==> src/rtl/guard_receiver.sv <==
// -----------------------------------------------------------------------------
// guard_receiver
//   Guard side of the bit-serial passcode link. Answers the sender's rq/ak
//   handshake, shifts in a WIDTH-bit word MSB first and compares it with the
//   stored secret. Reports grant or failure and enforces a timed lockout after
//   MAX_FAILS consecutive failures. A frame that stalls mid-way for TIMEOUT
//   cycles is aborted and counted as a failure.
//
// Ports
//   clk           in   clock, all state on the rising edge
//   rst_n         in   asynchronous active-low reset
//   en            in   arms the guard; only gates the start of a frame
//   secret        in   stored passcode, sampled in CHECK
//   rq            in   sender request, din valid while high
//   din           in   serial data, MSB first
//   rd            out  ready for a new frame (IDLE and armed)
//   ak            out  per-bit acknowledge, high ACK_CYCLES cycles per bit
//   rx_word       out  last fully received word
//   granted       out  sticky grant, cleared when en drops in GRANTED
//   match_pulse   out  1-cycle pulse on a correct passcode
//   fail_pulse    out  1-cycle pulse on a wrong passcode or a timeout
//   timeout_pulse out  1-cycle pulse on a mid-frame abort
//   locked        out  high for the whole lockout period
//   fail_count    out  consecutive failures, saturating at MAX_FAILS
// -----------------------------------------------------------------------------
module guard_receiver #(
  parameter int WIDTH       = 16,
  parameter int ACK_CYCLES  = 2,
  parameter int MAX_FAILS   = 3,
  parameter int LOCK_CYCLES = 64,
  parameter int TIMEOUT     = 255
) (
  input  logic                             clk,
  input  logic                             rst_n,
  input  logic                             en,
  input  logic [WIDTH-1:0]                 secret,
  input  logic                             rq,
  input  logic                             din,
  output logic                             rd,
  output logic                             ak,
  output logic [WIDTH-1:0]                 rx_word,
  output logic                             granted,
  output logic                             match_pulse,
  output logic                             fail_pulse,
  output logic                             timeout_pulse,
  output logic                             locked,
  output logic [$clog2(MAX_FAILS+1)-1:0]   fail_count
);

  localparam int BCW = $clog2(WIDTH + 1);
  localparam int ACW = $clog2(ACK_CYCLES + 1);
  localparam int LCW = $clog2(LOCK_CYCLES + 1);
  localparam int TCW = $clog2(TIMEOUT + 1);
  localparam int FCW = $clog2(MAX_FAILS + 1);

  localparam logic [BCW-1:0] BIT_ONE   = BCW'(1);
  localparam logic [BCW-1:0] BIT_FULL  = BCW'(WIDTH);
  localparam logic [ACW-1:0] ACK_LAST  = ACW'(ACK_CYCLES - 1);
  localparam logic [LCW-1:0] LOCK_LAST = LCW'(LOCK_CYCLES - 1);
  localparam logic [TCW-1:0] TMO_LAST  = TCW'(TIMEOUT - 1);
  localparam logic [FCW-1:0] FAIL_MAX  = FCW'(MAX_FAILS);

  typedef enum logic [2:0] {
    S_IDLE     = 3'd0,
    S_ACK      = 3'd1,
    S_WAIT_RQL = 3'd2,
    S_WAIT_RQ  = 3'd3,
    S_CHECK    = 3'd4,
    S_LOCKED   = 3'd5,
    S_GRANTED  = 3'd6
  } state_t;

  state_t           state_q, state_d;
  logic [WIDTH-1:0] sr_q, sr_d;
  logic [BCW-1:0]   bitcnt_q, bitcnt_d;
  logic [ACW-1:0]   ack_cnt_q, ack_cnt_d;
  logic [TCW-1:0]   tmo_cnt_q, tmo_cnt_d;
  logic [LCW-1:0]   lock_cnt_q, lock_cnt_d;
  logic [FCW-1:0]   fail_count_q, fail_count_d;
  logic [WIDTH-1:0] rx_word_q, rx_word_d;
  logic             ak_q, ak_d;
  logic             granted_q, granted_d;
  logic             match_q, match_d;
  logic             fail_q, fail_d;
  logic             tmo_pulse_q, tmo_pulse_d;
  logic             locked_q, locked_d;

  // Shared decode used by both combinational processes.
  logic             frame_start;
  logic             word_match;
  logic             tmo_hit;
  logic             fail_event;
  logic [FCW-1:0]   fail_inc;
  state_t           fail_target;

  assign rd          = (state_q == S_IDLE) & en;
  assign frame_start = rd & rq;
  assign word_match  = (sr_q == secret);

  // The idle counter only matters while the state would otherwise be held:
  // a sender edge that moves the FSM on always wins over the abort.
  assign tmo_hit = (((state_q == S_WAIT_RQ)  & ~rq) |
                    ((state_q == S_WAIT_RQL) &  rq)) &
                   (tmo_cnt_q == TMO_LAST);

  assign fail_event = ((state_q == S_CHECK) & ~word_match) | tmo_hit;

  // Saturating increment; lockout normally resets the count before it could
  // ever be asked to pass MAX_FAILS.
  assign fail_inc    = (fail_count_q == FAIL_MAX) ? fail_count_q
                                                  : fail_count_q + FCW'(1);
  assign fail_target = (fail_inc == FAIL_MAX) ? S_LOCKED : S_IDLE;

  // ---------------------------------------------------------------------------
  // State and datapath registers
  // ---------------------------------------------------------------------------
  always_ff @(posedge clk or negedge rst_n) begin
    if (!rst_n) begin
      state_q      <= S_IDLE;
      sr_q         <= '0;
      bitcnt_q     <= '0;
      ack_cnt_q    <= '0;
      tmo_cnt_q    <= '0;
      lock_cnt_q   <= '0;
      fail_count_q <= '0;
      rx_word_q    <= '0;
      ak_q         <= 1'b0;
      granted_q    <= 1'b0;
      match_q      <= 1'b0;
      fail_q       <= 1'b0;
      tmo_pulse_q  <= 1'b0;
      locked_q     <= 1'b0;
    end else begin
      state_q      <= state_d;
      sr_q         <= sr_d;
      bitcnt_q     <= bitcnt_d;
      ack_cnt_q    <= ack_cnt_d;
      tmo_cnt_q    <= tmo_cnt_d;
      lock_cnt_q   <= lock_cnt_d;
      fail_count_q <= fail_count_d;
      rx_word_q    <= rx_word_d;
      ak_q         <= ak_d;
      granted_q    <= granted_d;
      match_q      <= match_d;
      fail_q       <= fail_d;
      tmo_pulse_q  <= tmo_pulse_d;
      locked_q     <= locked_d;
    end
  end

  // ---------------------------------------------------------------------------
  // Next-state logic
  // ---------------------------------------------------------------------------
  always_comb begin
    state_d = state_q;
    case (state_q)
      S_IDLE: begin
        if (frame_start) state_d = S_ACK;
      end
      S_ACK: begin
        if (ack_cnt_q == ACK_LAST) state_d = S_WAIT_RQL;
      end
      S_WAIT_RQL: begin
        // A bit is only complete once rq has been seen low, so a long rq can
        // never be sampled twice.
        if (!rq) state_d = (bitcnt_q == BIT_FULL) ? S_CHECK : S_WAIT_RQ;
        else if (tmo_hit) state_d = fail_target;
      end
      S_WAIT_RQ: begin
        if (rq) state_d = S_ACK;
        else if (tmo_hit) state_d = fail_target;
      end
      S_CHECK: begin
        state_d = word_match ? S_GRANTED : fail_target;
      end
      S_LOCKED: begin
        if (lock_cnt_q == LOCK_LAST) state_d = S_IDLE;
      end
      S_GRANTED: begin
        if (!en) state_d = S_IDLE;
      end
      default: state_d = S_IDLE;
    endcase
  end

  // ---------------------------------------------------------------------------
  // Output and datapath logic
  // ---------------------------------------------------------------------------
  always_comb begin
    // Level outputs follow the state being entered, so each is high for
    // exactly the cycles the FSM spends in the matching state.
    ak_d      = (state_d == S_ACK);
    locked_d  = (state_d == S_LOCKED);
    granted_d = (state_d == S_GRANTED);

    match_d     = (state_q == S_CHECK) & word_match;
    fail_d      = fail_event;
    tmo_pulse_d = tmo_hit;

    sr_d     = sr_q;
    bitcnt_d = bitcnt_q;
    if ((state_q == S_IDLE) && frame_start) begin
      // First bit of a frame: discard whatever the previous frame left.
      sr_d     = {{(WIDTH-1){1'b0}}, din};
      bitcnt_d = BIT_ONE;
    end else if ((state_q == S_WAIT_RQ) && rq) begin
      sr_d     = {sr_q[WIDTH-2:0], din};
      bitcnt_d = bitcnt_q + BIT_ONE;
    end

    // A timeout leaves rx_word alone; only a completed frame updates it.
    rx_word_d = (state_q == S_CHECK) ? sr_q : rx_word_q;

    fail_count_d = fail_count_q;
    if (fail_event) begin
      fail_count_d = fail_inc;
    end else if (match_d) begin
      fail_count_d = '0;
    end else if ((state_q == S_LOCKED) && (state_d == S_IDLE)) begin
      fail_count_d = '0;
    end

    // Counters restart on every state entry and run while the state holds.
    ack_cnt_d  = ((state_q == S_ACK) && (state_d == S_ACK))
                 ? ack_cnt_q + ACW'(1) : '0;
    lock_cnt_d = ((state_q == S_LOCKED) && (state_d == S_LOCKED))
                 ? lock_cnt_q + LCW'(1) : '0;
    tmo_cnt_d  = ((state_q == state_d) &&
                  ((state_q == S_WAIT_RQ) || (state_q == S_WAIT_RQL)))
                 ? tmo_cnt_q + TCW'(1) : '0;
  end

  assign ak            = ak_q;
  assign rx_word       = rx_word_q;
  assign granted       = granted_q;
  assign match_pulse   = match_q;
  assign fail_pulse    = fail_q;
  assign timeout_pulse = tmo_pulse_q;
  assign locked        = locked_q;
  assign fail_count    = fail_count_q;

endmodule

==> config.mk <==
export PLATFORM = sky130hd
export DESIGN_NAME = guard_receiver
export DESIGN_NICKNAME = d
export VERILOG_FILES = /design/src/rtl/guard_receiver.sv
export SDC_FILE = /design/constraint.sdc
export NUM_CORES = 1
export LEC_CHECK = 0
export CORE_UTILIZATION = 51
export CTS_BUF_LIST = sky130_fd_sc_hd__clkbuf_4
export DETAILED_ROUTE_END_ITERATION = 12
export MAX_ROUTING_LAYER = met4
export PLACE_DENSITY = 0.78
export SYNTH_ARGS = -nofsm -noshare
export SYNTH_HDL_FRONTEND = slang
export SYNTH_SLANG_ARGS = --single-unit
==> constraint.sdc <==
create_clock -name clk -period 1.69 [get_ports clk]
set_input_delay 0.169 -clock clk [delete_from_list [all_inputs] [get_ports clk]]
set_output_delay 0.169 -clock clk [all_outputs]
set_load 0.01 [all_outputs]
Yosys cells after proc, flatten, opt, wreduce, memory -nomap -nowiden:

Cells that the tools add are included.

* mux-type cells: 22
* reductions and logical operators: 11
* equality and inequality tests: 17
* bitwise gates (word level): 11
* add/subtract/negate cells: 5

Operators by type and width (number)
* $mux 16: 2
* $mux 3: 10
* $pmux 3 s7: 1
* $eq 16x16->1: 1
* $eq 3x3->1 const B: 5
* $mux 2: 5
* $mux 5: 2
* $add 8x1->8 const B: 1
* $eq 8x8->1 const B: 1
* $mux 8: 1
* $add 7x1->7 const B: 1
* $and 1x1->1: 7
* $eq 7x6->1 const B: 1
* $mux 7: 1
* $eq 3x1->1 const B: 2
* $eq 3x2->1 const B: 2
* $logic_and 1x1->1: 6
* $logic_not 3->1: 2
* $add 5x1->5 const B: 1
* $eq 5x5->1 const B: 1
* $add 2x1->2 const B: 2
* $eq 2x2->1 const B: 2
* $eq 3x3->1: 1
* $reduce_bool 3->1: 1
* 5 further kinds: 7

* register bits: 65
* logic and storage cells: 80
* output and inout port bits: 25

Logic depth before layout (Yosys ltp):

* word-level depth: 12
* mapped depth: 7

Worst setup path after synthesis:

No wires, ideal clock.

* path type: register -> register
* start: reg ack_cnt_q[0]
* end: reg tmo_cnt_q[2]
* stages on the path, launching flop included: 7
* data required time: 1562 ps
* data arrival time: 1534 ps
* path slack: 28 ps
* cells stage by stage: dfrtp_1 ha_1 or3b_1 a31oi_2 a31oi_2 o211ai_4 nor2_1

* cells in the longest elaborated chain, start to end: 6

Ends and longest elaborated chain
* from (decl): line 76 `logic [ACW-1:0] ack_cnt_q, ack_cnt_d;`
* from (signal assigned): line 137 `ack_cnt_q <= ack_cnt_d;`
* $eq 2x1->1: line 161 `if (ack_cnt_q == ACK_LAST) state_d = S_WAIT_RQL;`
* $mux 3: line 161
* $pmux 3 s7: line 156 `case (state_q)`
* $eq 3x3->1: line 228 `tmo_cnt_d = ((state_q == state_d) &&`
* $logic_and 1x1->1: line 228
* $mux 8: line 230 `? tmo_cnt_q + TCW'(1) : '0;`
* via tmo_cnt_d[2]: line 77 `logic [TCW-1:0] tmo_cnt_q, tmo_cnt_d;`
* to (signal assigned): line 138 `tmo_cnt_q <= tmo_cnt_d;`
* to (decl): line 77

The timed path passes the listed nets, and every way through them passes these cells.
A chain may end at the register's enable or synchronous reset.

Worst setup path after layout:

* start: reg state_q[0]
* end: reg rx_word_q[15], in the netlist rx_word[15]

* cells in the longest elaborated chain, start to end: 1

Ends and longest elaborated chain
* from (decl): line 73 `state_t state_q, state_d;`
* from (signal assigned): line 134 `state_q <= state_d;`
* $eq 3x3->1: line 212 `rx_word_d = (state_q == S_CHECK) ? sr_q : rx_word_q;`
* to (signal assigned): line 141 `rx_word_q <= rx_word_d;`
* to (decl): line 80 `logic [WIDTH-1:0] rx_word_q, rx_word_d;`

No other way between the ends.

==> reports/qor.csv <==
stage;metric;value;unit
placement;Placement Cell Area;3862;um^2
timing;Final Skew;0.009094;ns
placement;PortBufs;45;
route;Post-DRT Antenna Nets;0;
timing;fin worst setup slack;-0.1684;ns
pwr;Net Sw Power;0.0005976;W
grt;initial antenna violation count;0;
final_layout;commonest non-fill, non-tap cell in the layout;dfrtp_1;
status;failing checks;setup timing;
route;Initial DRT Pass Iterations;4;
synth;Most used DFF post-synth;dfrtp_1;
job;Max-Cap Viols;0;
floorplan;Chip Width;80.08;um
final_layout;most frequent cells in the layout;dfrtp_1 (64), buf_4 (44), clkdlybuf4s50_1 (41);
final_layout;P&R area growth vs syn;36.58;%
floorplan;core area;5886;um^2
clock_network;Clock transition at path regs;0.10;ns
clock_network;Skew-Pair Late Insertion Delay;0.39;ns
grt;gr usage total;0.2396;
critical_path;Crit. End Element;flop;
clock_network;CTS Buf Count;9;
route;overall routed net length;7175;um
final_layout;Non-Filler Instances;439;
grt;Overflow after GRT;0;
timing;Worst Max-Slew Pin Slew;0.5491;ns
floorplan;row cnt;28;
clock_network;Max Buffers Root-to-Sink;2;
timing;Final Cycle Share;1.100;
pwr;total power after layout;0.002703;W
pwr;Comb pwr share;0.055;
timing;fmax;538.1;MHz
final_layout;fin nets;386;
critical_path;crit path max-delay cell type;dfrtp_1;
final_layout;Fillers;409;
critical_path;crit path DAT;2.14;ns
placement;DP HPWL;4919;um
critical_path;R2R setup slack;-0.17;ns
route;DR vias;2381;
synth;Post-synth EDFFs;0;
synth;post-synthesis instance total;263;
grt;largest net degree at the start of global routing;32;
timing;fin. max-slew vios;0;
final_layout;Diodes inserted;0;
final_layout;layout cells sized above 1;0.3104;
synth;Synth Cell Area;3109;um^2
floorplan;die span in y;80.08;um
route;# DRC;0;
critical_path;CP delay by family, top;buffers and inverters;
floorplan;Ports;46;
floorplan;die area;6413;um^2
critical_path;CP Class;flop to flop;
clock_network;Root Driver;clkbuf_4;
critical_path;CP bufs+invs;4;
pwr;Leak;1.941;nW
synth;synth warn;0;
pwr;clock power share;0.368;
timing;Final setup viols;31;
critical_path;critical-path cell list;buf_6, buf_12, buf_4, nand2b_1, or2_4, buf_12, mux2_2;
pwr;Worst VDD drop;422.1;uV
pwr;Pwr Density;636.4;nW/um^2
grt;first-pass GRT wire length;11120;um
timing;final hold vios;0;
clock_network;CTS tree;built;
placement;routability congestion estimate from global placement;0.8653;
placement;pre-CTS WS;-0.3170;ns
route;Vias/cell;5.424;
timing;RSZ-0062 raised after global routing;yes;
critical_path;most frequent CP cell;buf_12;
floorplan;Starting Density;0.5283;
grt;vias in the first global route;2289;
pwr;sw frac;0.2211;
critical_path;crit-path max FO;16;
status;status;finished with violations;
synth;synth unique cells;50;
timing;max_slew headroom;0.6333;
clock_network;Sinks on Clock Net;65;
hold_path;Hold Crit Class;input port to async pin;
pwr;sequential share of power;0.578;
route;initial detailed-routing violation count;106;
route;mean routed wirelength per cell;16.34;um
synth;syn_nets;290;
critical_path;Worst EP required;1.98;ns
final_layout;Design Area, Final;4247;um^2
synth;post-synthesis sequential area ratio;0.5231;
synth;syn avg cell area;11.82;um^2
timing;Tmin final;1.858;ns
critical_path;max incr delay on CP;0.41;ns
placement;dpl cells;408;
synth;FF+latch count, synth;65;
critical_path;Worst Setup Start Kind;flop;
clock_network;Max H-tree Level;3;
synth;async set or reset register ratio after synthesis;1.000;
pwr;internal power;0.002105;W
flip-flops by register name (all words and copies together), names as in the netlist, 2 cells and up:
register / cells
fail_count: 2
ack_cnt_q: 2
state_q: 3
tmo_cnt_q: 8
lock_cnt_q: 7
rx_word: 16
bitcnt_q: 5
sr_q: 16
per-layer routing:
| metal | part of all wire | track usage | vias to the layer above |
|---|---|---|---|
| met5 | 0 | - | - |
| met4 | 0.019 | 0.09107 | 0 |
| met3 | 0.032 | 0.03864 | 14 |
| met2 | 0.51 | 0.3778 | 62 |
| met1 | 0.44 | 0.3127 | 1193 |
| li1 | - | - | 1112 |
Yosys cell counts (2+ instances only):
library cell	instances	area [um^2]
nand2_1	11	41.29
a31oi_2	2	25.02
mux2_2	16	180.2
dfrtp_1	65	1627
nor4b_4	2	47.55
buf_2	2	10.01
nand4_1	7	43.79
nor4_1	3	18.77
xor2_1	6	52.55
or3b_1	2	17.52
nand2b_1	4	25.02
and3_1	4	25.02
and2_1	2	12.51
buf_4	2	15.01
nor2_1	33	123.9
inv_1	8	30.03
o21ai_0	5	25.02
a21oi_1	3	15.01
mux2i_1	5	50.05
ha_1	6	75.07
clkbuf_1	3	11.26
nand3_1	7	35.03
xnor2_1	25	219.0
buf_6	4	45.04
a22o_1	11	96.34
kinds of logic (layout without fill, tap and decap cells):
logic type | Yosys count | count (layout) | synth area share
compound gates | 34 | 34 | 0.09377
xor+xnor | 31 | 31 | 0.08732
fa+ha+maj | 6 | 6 | 0.02414
buf+inv | 19 | 120 | 0.03581
flops | 65 | 65 | 0.5231
mux | 21 | 21 | 0.07404
simple gates | 87 | 87 | 0.1618
final cells by class:
class                      count  area (um^2)  share of cell area
tap                           75        93.84             0.02210
inverter                       8        30.03            0.007071
multi-input combinational    179         1495              0.3521
timing repair buffer          96        870.8              0.2051
sequential                    65         1628              0.3833
clock buffer                  11        82.58             0.01945
clock inverter                 5        46.29             0.01090
repair_timing:
action                                 in CTS  in global routing
pin swaps                                   7                 18
buffers inserted                            8                  6
gates resized for setup                     8                 33
cloned                                      0                  0
endpoints found under the hold margin      14                  0
hold buffers                                1                  0
setup endpoints to repair                  15                 35
power by group through the flow:
stage	Clock (W)	Sequential (W)	Combinational (W)
floorplan	0	0.00159	0.0000428
global placement	0	0.00159	0.000139
detailed placement	0	0.00159	0.000142
CTS	0.00101	0.00156	0.000144
global route	0.00109	0.00156	0.000162
finish	0.000993	0.00156	0.000148
path summary, 6_finish.rpt:
| kind | cells after the start | from | endpoint |
|---|---|---|---|
| max in group asynchronous | 3 | rst_n | sr_q[2] |
| setup reg to reg | 7 | state_q[0] | rx_word[15] |
| min in group clk | 3 | din | sr_q[0] |
| setup / recovery | 7 | state_q[0] | rx_word[15] |
| hold / removal | 2 | rst_n | rx_word[4] |
| hold reg to reg | 1 | ack_cnt_q[0] | ack_cnt_q[0] |
metrics by stage:
step,hold slack [ns],util,setup TNS [ns]
2_1_floorplan,-0.1266,-,0
3_3_place_gp,0.1032,0.6563,-5.318
3_5_place_dp,0.1006,0.6563,-7.156
4_1_cts,0.2002,0.6932,-1.003
5_1_grt,0.2382,0.7215,-6.149
6_report,0.2129,0.7215,-3.784
worst register-to-register path: stages (launching register included):
cell	delay, ns
dfrtp_1	0.41
buf_6	0.13
buf_12	0.13
buf_4	0.13
nand2b_1	0.20
or2_4	0.30
buf_12	0.16
mux2_2	0.29
No activity file was read; power rests on OpenSTA's default activity.
